[src/rtl/alu_rr_arbiter_pkg.sv]
// Shared definitions for the round-robin ALU arbiter: opcodes and FSM states.
package alu_rr_arbiter_pkg;

    // ALU opcodes as presented on reqX_op
    localparam logic [1:0] OP_ADD = 2'b00;
    localparam logic [1:0] OP_SUB = 2'b01;
    localparam logic [1:0] OP_AND = 2'b10;
    localparam logic [1:0] OP_OR  = 2'b11;

    // Arbiter FSM states
    typedef enum logic [1:0] {
        ST_IDLE = 2'd0,
        ST_EXEC = 2'd1,
        ST_RESP = 2'd2
    } state_e;

    // Requester index (round-robin pointer and operation owner)
    typedef enum logic {
        REQ0 = 1'b0,
        REQ1 = 1'b1
    } req_id_e;

endpackage

[src/rtl/alu_rr_arbiter_alu_core.sv]
// Purely combinational shared ALU: ADD/SUB/AND/OR with zero flag, no state.
module alu_core
    import alu_rr_arbiter_pkg::*;
#(
    parameter int WIDTH = 4
) (
    input  logic [WIDTH-1:0] a_i,
    input  logic [WIDTH-1:0] b_i,
    input  logic [1:0]       op_i,
    output logic [WIDTH-1:0] result_o,
    output logic             zero_o
);

    // Operation select; arithmetic wraps modulo 2^WIDTH
    always_comb begin
        result_o = '0;
        case (op_i)
            OP_ADD:  result_o = a_i + b_i;
            OP_SUB:  result_o = a_i - b_i;
            OP_AND:  result_o = a_i & b_i;
            OP_OR:   result_o = a_i | b_i;
            default: result_o = '0;
        endcase
        zero_o = (result_o == '0);
    end

endmodule

[src/rtl/alu_rr_arbiter.sv]
// Two-requester round-robin front end for one shared, registered ALU stage.
// One operation in flight at a time: IDLE (grant) -> EXEC (compute) -> RESP.
module alu_rr_arbiter
    import alu_rr_arbiter_pkg::*;
#(
    parameter int WIDTH = 4,
    parameter int CNT_W = 8
) (
    input  logic             clk,
    input  logic             rst,

    input  logic             req0_valid,
    output logic             req0_ready,
    input  logic [WIDTH-1:0] req0_a,
    input  logic [WIDTH-1:0] req0_b,
    input  logic [1:0]       req0_op,
    output logic             resp0_valid,
    input  logic             resp0_ready,
    output logic [WIDTH-1:0] resp0_result,
    output logic             resp0_zero,

    input  logic             req1_valid,
    output logic             req1_ready,
    input  logic [WIDTH-1:0] req1_a,
    input  logic [WIDTH-1:0] req1_b,
    input  logic [1:0]       req1_op,
    output logic             resp1_valid,
    input  logic             resp1_ready,
    output logic [WIDTH-1:0] resp1_result,
    output logic             resp1_zero,

    output logic             busy,
    output logic [CNT_W-1:0] ops_done
);

    state_e           state_q, state_d;
    req_id_e          ptr_q, ptr_d;
    req_id_e          owner_q, owner_d;
    logic [WIDTH-1:0] a_q, a_d;
    logic [WIDTH-1:0] b_q, b_d;
    logic [1:0]       op_q, op_d;
    logic [WIDTH-1:0] res_q, res_d;
    logic             zero_q, zero_d;
    logic [CNT_W-1:0] cnt_q, cnt_d;

    logic             grant0, grant1;
    logic             rdy0, rdy1;
    logic             rv0, rv1;
    logic             owner_ack;
    logic [WIDTH-1:0] alu_res;
    logic             alu_zero;

    alu_core #(.WIDTH(WIDTH)) u_alu (
        .a_i      (a_q),
        .b_i      (b_q),
        .op_i     (op_q),
        .result_o (alu_res),
        .zero_o   (alu_zero)
    );

    // Round-robin grant: a lone requester always wins, a tie goes to the pointer
    always_comb begin
        grant0 = req0_valid & (~req1_valid | (ptr_q == REQ0));
        grant1 = req1_valid & (~req0_valid | (ptr_q == REQ1));
    end

    // Next-state, operand capture, result capture and handshake decode
    always_comb begin
        state_d   = state_q;
        ptr_d     = ptr_q;
        owner_d   = owner_q;
        a_d       = a_q;
        b_d       = b_q;
        op_d      = op_q;
        res_d     = res_q;
        zero_d    = zero_q;
        cnt_d     = cnt_q;
        rdy0      = 1'b0;
        rdy1      = 1'b0;
        rv0       = 1'b0;
        rv1       = 1'b0;
        owner_ack = (owner_q == REQ1) ? resp1_ready : resp0_ready;

        case (state_q)
            ST_IDLE: begin
                rdy0 = grant0;
                rdy1 = grant1;
                if (grant1) begin
                    owner_d = REQ1;
                    a_d     = req1_a;
                    b_d     = req1_b;
                    op_d    = req1_op;
                    state_d = ST_EXEC;
                end else if (grant0) begin
                    owner_d = REQ0;
                    a_d     = req0_a;
                    b_d     = req0_b;
                    op_d    = req0_op;
                    state_d = ST_EXEC;
                end
            end
            ST_EXEC: begin
                res_d   = alu_res;
                zero_d  = alu_zero;
                state_d = ST_RESP;
            end
            ST_RESP: begin
                rv0 = (owner_q == REQ0);
                rv1 = (owner_q == REQ1);
                // Only the owner's ready completes the operation; the
                // other requester's resp ready is ignored here.
                if (owner_ack) begin
                    cnt_d   = cnt_q + 1'b1;
                    ptr_d   = (owner_q == REQ0) ? REQ1 : REQ0;
                    state_d = ST_IDLE;
                end
            end
            default: state_d = ST_IDLE;
        endcase
    end

    // State and datapath registers; reset drops any in-flight operation
    always_ff @(posedge clk) begin
        if (rst) begin
            state_q <= ST_IDLE;
            ptr_q   <= REQ0;
            owner_q <= REQ0;
            a_q     <= '0;
            b_q     <= '0;
            op_q    <= '0;
            res_q   <= '0;
            zero_q  <= 1'b0;
            cnt_q   <= '0;
        end else begin
            state_q <= state_d;
            ptr_q   <= ptr_d;
            owner_q <= owner_d;
            a_q     <= a_d;
            b_q     <= b_d;
            op_q    <= op_d;
            res_q   <= res_d;
            zero_q  <= zero_d;
            cnt_q   <= cnt_d;
        end
    end

    // Outputs are forced low while rst is high, even in the cycle rst is
    // first sampled; non-owner response outputs are held at zero.
    always_comb begin
        req0_ready   = rdy0 & ~rst;
        req1_ready   = rdy1 & ~rst;
        resp0_valid  = rv0 & ~rst;
        resp1_valid  = rv1 & ~rst;
        resp0_result = resp0_valid ? res_q : '0;
        resp1_result = resp1_valid ? res_q : '0;
        resp0_zero   = resp0_valid & zero_q;
        resp1_zero   = resp1_valid & zero_q;
        busy         = (state_q != ST_IDLE) & ~rst;
        ops_done     = rst ? '0 : cnt_q;
    end

endmodule

[config.mk]
export PLATFORM = sky130hd
export DESIGN_NAME = alu_rr_arbiter
export DESIGN_NICKNAME = d
export VERILOG_FILES = /design/src/rtl/alu_rr_arbiter_pkg.sv /design/src/rtl/alu_rr_arbiter_alu_core.sv /design/src/rtl/alu_rr_arbiter.sv
export SDC_FILE = /design/constraint.sdc
export NUM_CORES = 1
export LEC_CHECK = 0
export BUFFER_PORTS_ARGS = -buffer_cell sky130_fd_sc_hd__buf_4
export CORE_ASPECT_RATIO = 0.5
export CORE_MARGIN = 10
export CORE_UTILIZATION = 40
export CTS_CLUSTER_DIAMETER = 50
export DETAILED_ROUTE_END_ITERATION = 8
export PLACE_DENSITY = 0.67
export SYNTH_ARGS = -nofsm -noshare
export SYNTH_HDL_FRONTEND = slang
export SYNTH_SLANG_ARGS = --single-unit
[constraint.sdc]
create_clock -name clk -period 2.49 [get_ports clk]
set_clock_uncertainty 0.15 [all_clocks]
set_input_delay 0.1245 -clock clk [delete_from_list [all_inputs] [get_ports clk]]
set_output_delay 0.1245 -clock clk [all_outputs]
set_load 0.01 [all_outputs]
; Yosys cells after proc, flatten, opt, wreduce, memory -nomap -nowiden
; Index checks and enable logic that the tools add are counted.
[op_classes]
eq_ne = 7
n_bitwise = 18
add_sub_neg = 3
muxes = 22
reduce_logical = 8
[ops]
columns = operator, count
row1 = 2-to-1 mux 4 bit, 6
row2 = case mux 4 bit (4 select lines), 1
row3 = 2-to-1 mux 2 bit, 5
row4 = bitwise AND 1 bit, 9
row5 = "adder 8 x 1 -> 8 bit, second input constant", 1
row6 = 2-to-1 mux 1 bit, 8
row7 = 2-to-1 mux 8 bit, 1
row8 = "== test 2 bit, second input constant", 3
row9 = case mux 2 bit (3 select lines), 1
row10 = AND reduction 2 bit, 3
row11 = NOT 1 bit, 5
row12 = adder 4 bit, 1
row13 = bitwise AND 4 bit, 1
row14 = "== test 2 x 1 -> 1 bit, second input constant", 2
row15 = logical NOT 2 bit, 2
row16 = logical NOT 4 bit, 1
row17 = bitwise OR 4 bit, 1
row18 = nonzero test 2 bit, 2
row19 = subtractor 4 bit, 1
row20 = "inequality test 3 bit, second input constant", 1
row21 = "inequality test 2 bit, second input constant", 1
row22 = bitwise OR 1 bit, 2
[word_totals]
out_inout_bits = 23
reg_bits = 27
inputBits = 26
word_cells = 67

; Logic depth before layout (Yosys ltp)
[depth]
word_depth = 6
mapped_depth = 9

; By module
; A second synthesis with hierarchy kept.
[hier_totals]
hier_cells = 216
hier_area_um2 = 1836.8
[modules_own_cells]
columns = module, seq_area_each_um2, cells_per_inst, area_each_um2, n_inst
row1 = alu_rr_arbiter, 540.5, 165, 1448.9, 1
row2 = alu_core, 0.0, 51, 387.9, 1

; Least setup slack after synthesis
; No wires, ideal clock.
[synth_timing]
path_type = register -> register
start = register op_q[0]
end = register zero_q
n_path_buf = 1
required_time_ps = 2280
stages_incl_launch_ff = 10
setup_slack_ps = 190
arrival_time_ps = 2091
path_cell_list = dfxtp_1 clkbuf_1 nand2_1 nand2_1 o21ai_0 fa_1 xor2_1 a22oi_1 o41ai_1 o311a_1
[synth_between]
elab_chain_len = 3
word_cells_on_any_way = 6
classes_between = 3 x eq/ne / 1 x mux / 2 x reduce/logical
[synth_lines]
columns = element, line
row1 = from (decl), alu_rr_arbiter.sv:41  ; logic [1:0] op_q, op_d;
row2 = from (signal assigned), alu_rr_arbiter.sv:140  ; op_q <= op_d;
row3 = "== test 2 bit, or another cell as far along", alu_rr_arbiter_alu_core.sv:17  ; case (op_i)
row4 = case mux 4 bit (4 select lines) (*), alu_rr_arbiter_alu_core.sv:17
row5 = logical NOT 4 bit (*), alu_rr_arbiter_alu_core.sv:24  ; zero_o = (result_o == '0);
row6 = to (signal assigned), alu_rr_arbiter.sv:142  ; zero_q <= zero_d;
row7 = to (decl), alu_rr_arbiter.sv:43  ; logic zero_q, zero_d;
; Mark *: on every way between the ends. The rest lies on a longest branch, timed or not.
; A chain may end at the register's enable or synchronous reset.

; Worst setup path after layout
[layout_timing]
start = register b_q[0]
end = register zero_q
[layout_between]
elab_chain_len = 3
word_cells_on_any_way = 6
classes_between = 2 x add/sub / 1 x mux / 2 x bitwise / 1 x reduce/logical
[layout_lines]
columns = element, line
row1 = from (decl), alu_rr_arbiter.sv:40  ; logic [WIDTH-1:0] b_q, b_d;
row2 = from (signal assigned), alu_rr_arbiter.sv:129  ; b_q <= '0;
row3 = from (signal assigned), alu_rr_arbiter.sv:139  ; b_q <= b_d;
row4 = "subtractor 4 bit, or another cell as far along", alu_rr_arbiter_alu_core.sv:19  ; OP_SUB: result_o = a_i - b_i;
row5 = case mux 4 bit (4 select lines) (*), alu_rr_arbiter_alu_core.sv:17
row6 = logical NOT 4 bit (*), alu_rr_arbiter_alu_core.sv:24
; Marked as above.

==> metrics.md <==
| Metric | Value |
|---|---|
| Pwr Total | 1.18 mW |
| Gpl congestion | 0.874 |
| Total GRT Usage | 11.5% |
| Vias per cell | 5.20 |
| Die area | 0.00728 mm² |
| Final Max Slew Viols | 0 |
| Setup Fix Bufs, Post-CTS | 0 |
| EDFF count, synth | 0 |
| Most Crowded Layer GR | met2 |
| DP Area | 0.00209 mm² |
| Min-Delay Path Depth | 4 |
| DRT Wirelength | 4230 µm |
| Top post-synthesis cells by count | nor2_1, dfxtp_1, nand2_1 |
| First-pass GRT wire length | 7140 µm |
| Reg2reg start | b_q[0]$_SDFFE_PP0P_ |
| CORE AREA | 0.00394 mm² |
| Max-cap violations | 0 |
| Die Y-Extent | 65.6 µm |
| Reg2reg path depth | 9 |
| Clock buffer count from CTS | 3 |
| Capturing point of the worst reg2reg path | zero_q$_SDFFE_PP0N_ |
| Worst hold margin | 0.000889 ns |
| Routed Antenna Nets | 0 |
| Clock Sinks | 27 |
| Grt ovf | 0 |
| PortBufs | 48 |
| H-tree depth | 1 |
| Tightest Pin Transition | 0.598 ns |
| Worst Path Arrival | 2.40 ns |
| Vias | 1597 |
| I/O pin count | 49 |
| Seq cells post-synth | 27 |
| Top-area cell type share of the netlist area | 32.6% |
| Pre-CTS WS | 0.0709 ns |
| Non-Filler Instances | 307 |
| Final Hold Fails | 0 |
| Cells after Synth | 204 |
| Residual DRC count | 0 |
| Synth Warn # | 0 |
| Post-Syn Area | 0.00166 mm² |
| Worst R2R Setup Slack | 0.13 ns |
| Post-DP HPWL | 3310 µm |
| Post-synth ARST share | 0% |
| Status | completed |
| Clock transition at path regs | 0.10 ns |
| Clock Latency Late Sink | 0.28 ns |
| Min Tclk post-route | 2.36 ns |
| Final setup fails | 0 |
| WL/cell | 13.8 µm |
| Worst hold path type | in -> reg |
| Worst path required time | 2.52 ns |
| Root Buffer Master | clkbuf_8 |
| Post-synthesis net count | 238 |
| Number of global-route vias before repair | 1537 |
| Min-Delay Endpoint | ptr_q$_SDFFE_PP0P_ |
| Antenna violations before repair | 0 |
| Leading area contributor after synthesis | dfxtp_1 |
| Dominant cells by area after synthesis | dfxtp_1, nor2_1, mux2i_1 |
| 1st-iter DRT viols | 64 |
| Pwr dens | 540 mW/mm² |
| Worst Setup End Kind | flip-flop |
| CTS tree | built |
| Yosys cell types | 43 |
| Fin crit share | 94.9% |
| FMAX | 423 MHz |
| Primary FF master, synth | dfxtp_1 |
| Hold Startpoint | resp1_ready |
| Placed Cells | 301 |
| M3 GR Usage | 3.17% |
| Design area | 0.00218 mm² |
| Final Util | 55.4% |
| M2 GR Usage | 20.8% |
| Area Growth Syn to Fin | 31.5% |
| Headroom to the max-slew limit | 59.0% |
| Critical path class | reg -> reg |
| Met1 Track Usage GR | 12.8% |
| # fillers | 362 |
| Largest net degree at the start of global routing | 36 |
| Mean Syn Cell Area | 8.14 µm² |
| Crit path launch type | flip-flop |
| Drt pass-1 iters | 4 |
| Sequential fraction of the synthesis area | 32.6% |
| CP Max Fanout | 5 |
| Num rows | 16 |
| Layout cell share with drive strength beyond 1 | 26.1% |
| DIE WIDTH | 111 µm |
| Setup WS post-layout | 0.127 ns |
| Maximum clock path buffer count | 2 |
| Setup TNS | 0 ns |
| Starting Density | 42.1% |
| # diodes | 0 |
| Pleak | 0.944 nW |
| Worst-case vdd ir drop | 0.000228 V |
| NumNets Final | 288 |
| Top-count cell post-synth | nor2_1 |
## per-layer routing
layer / routed length [µm] / vias to the layer above
li1: - / 821
met1: 1870 / 752
met2: 2150 / 19
met3: 152 / 5
met5: 0 / -
met4: 59 / 0
## what timing repair did
item / 4_1_cts / 5_1_grt
endpoints found under the setup margin: 0 / 2
hold buffers: 2 / 0
resized for setup: 0 / 6
hold endpoints to repair: 1 / 0
## worst max path at each step
| stage | to | startpoint | depth (start not counted) | slack [ns] |
|---|---|---|---|---|
| finish | zero_q$_SDFFE_PP0N_ | b_q[0]$_SDFFE_PP0P_ | 9 | 0.13 |
| global route | zero_q$_SDFFE_PP0N_ | b_q[0]$_SDFFE_PP0P_ | 9 | -0.01 |
| CTS | zero_q$_SDFFE_PP0N_ | b_q[0]$_SDFFE_PP0P_ | 9 | 0.06 |
| detailed placement | zero_q$_SDFFE_PP0N_ | b_q[0]$_SDFFE_PP0P_ | 9 | 0.07 |
| global placement | zero_q$_SDFFE_PP0N_ | b_q[0]$_SDFFE_PP0P_ | 9 | 0.15 |
| floorplan | zero_q$_SDFFE_PP0N_ | op_q[0]$_SDFFE_PP0P_ | 9 | 0.19 |
## final cells by class
class | instances | area [µm²] | area share [%]
clock buffer | 3 | 41.3 | 1.89
clock inverter | 1 | 5.00 | 0.229
inverter | 8 | 30.0 | 1.38
multi-input combinational | 160 | 1090 | 49.7
sequential | 27 | 543 | 24.9
tap | 54 | 67.6 | 3.09
timing repair buffer | 54 | 410 | 18.8
## worst max-delay path, cell delays in order, from the launching register on
cell and delay, ns:
dfxtp_2 0.37, inv_1 0.06, ha_1 0.21, a21oi_2 0.11
xnor2_1 0.08, ha_1 0.37, and3b_1 0.24, a211oi_2 0.28
a2111oi_4 0.06, o311a_1 0.33
## cells by family (layout without fill, tap and decap cells)
group           after synthesis  after routing  synth area share (%)
flops                        27             27                  32.6
fa+ha+maj                     8              8                  6.48
xor+xnor                      7              7                  3.69
compound gates               47             47                  20.6
mux                          11             11                  6.63
buf+inv                      17             66                  3.92
simple gates                 87             87                  26.1
## state kept, by name, summed over array words and instances, names as in the netlist
signal,flops
cnt_q,8
op_q,2
b_q,4
res_q,4
ptr_q,1
state_q,2
owner_q,1
zero_q,1
a_q,4
## placed cells by master, fill, tap and decap left out, drive strengths merged, types with 8 or more instances in the layout
master and instances:
nand2 14, inv 8, dfxtp 27, a211oi 12, and2 10, a21oi 10, mux2i 11, buf 52
nor2 30, nor2b 9
## report_power, final
part	switching [mW]	total, mW	internal (mW)
sequential	0.0391	0.509	0.470
clock	0.153	0.266	0.113
combinational	0.220	0.405	0.185
(Power assumes the default switching activity.)
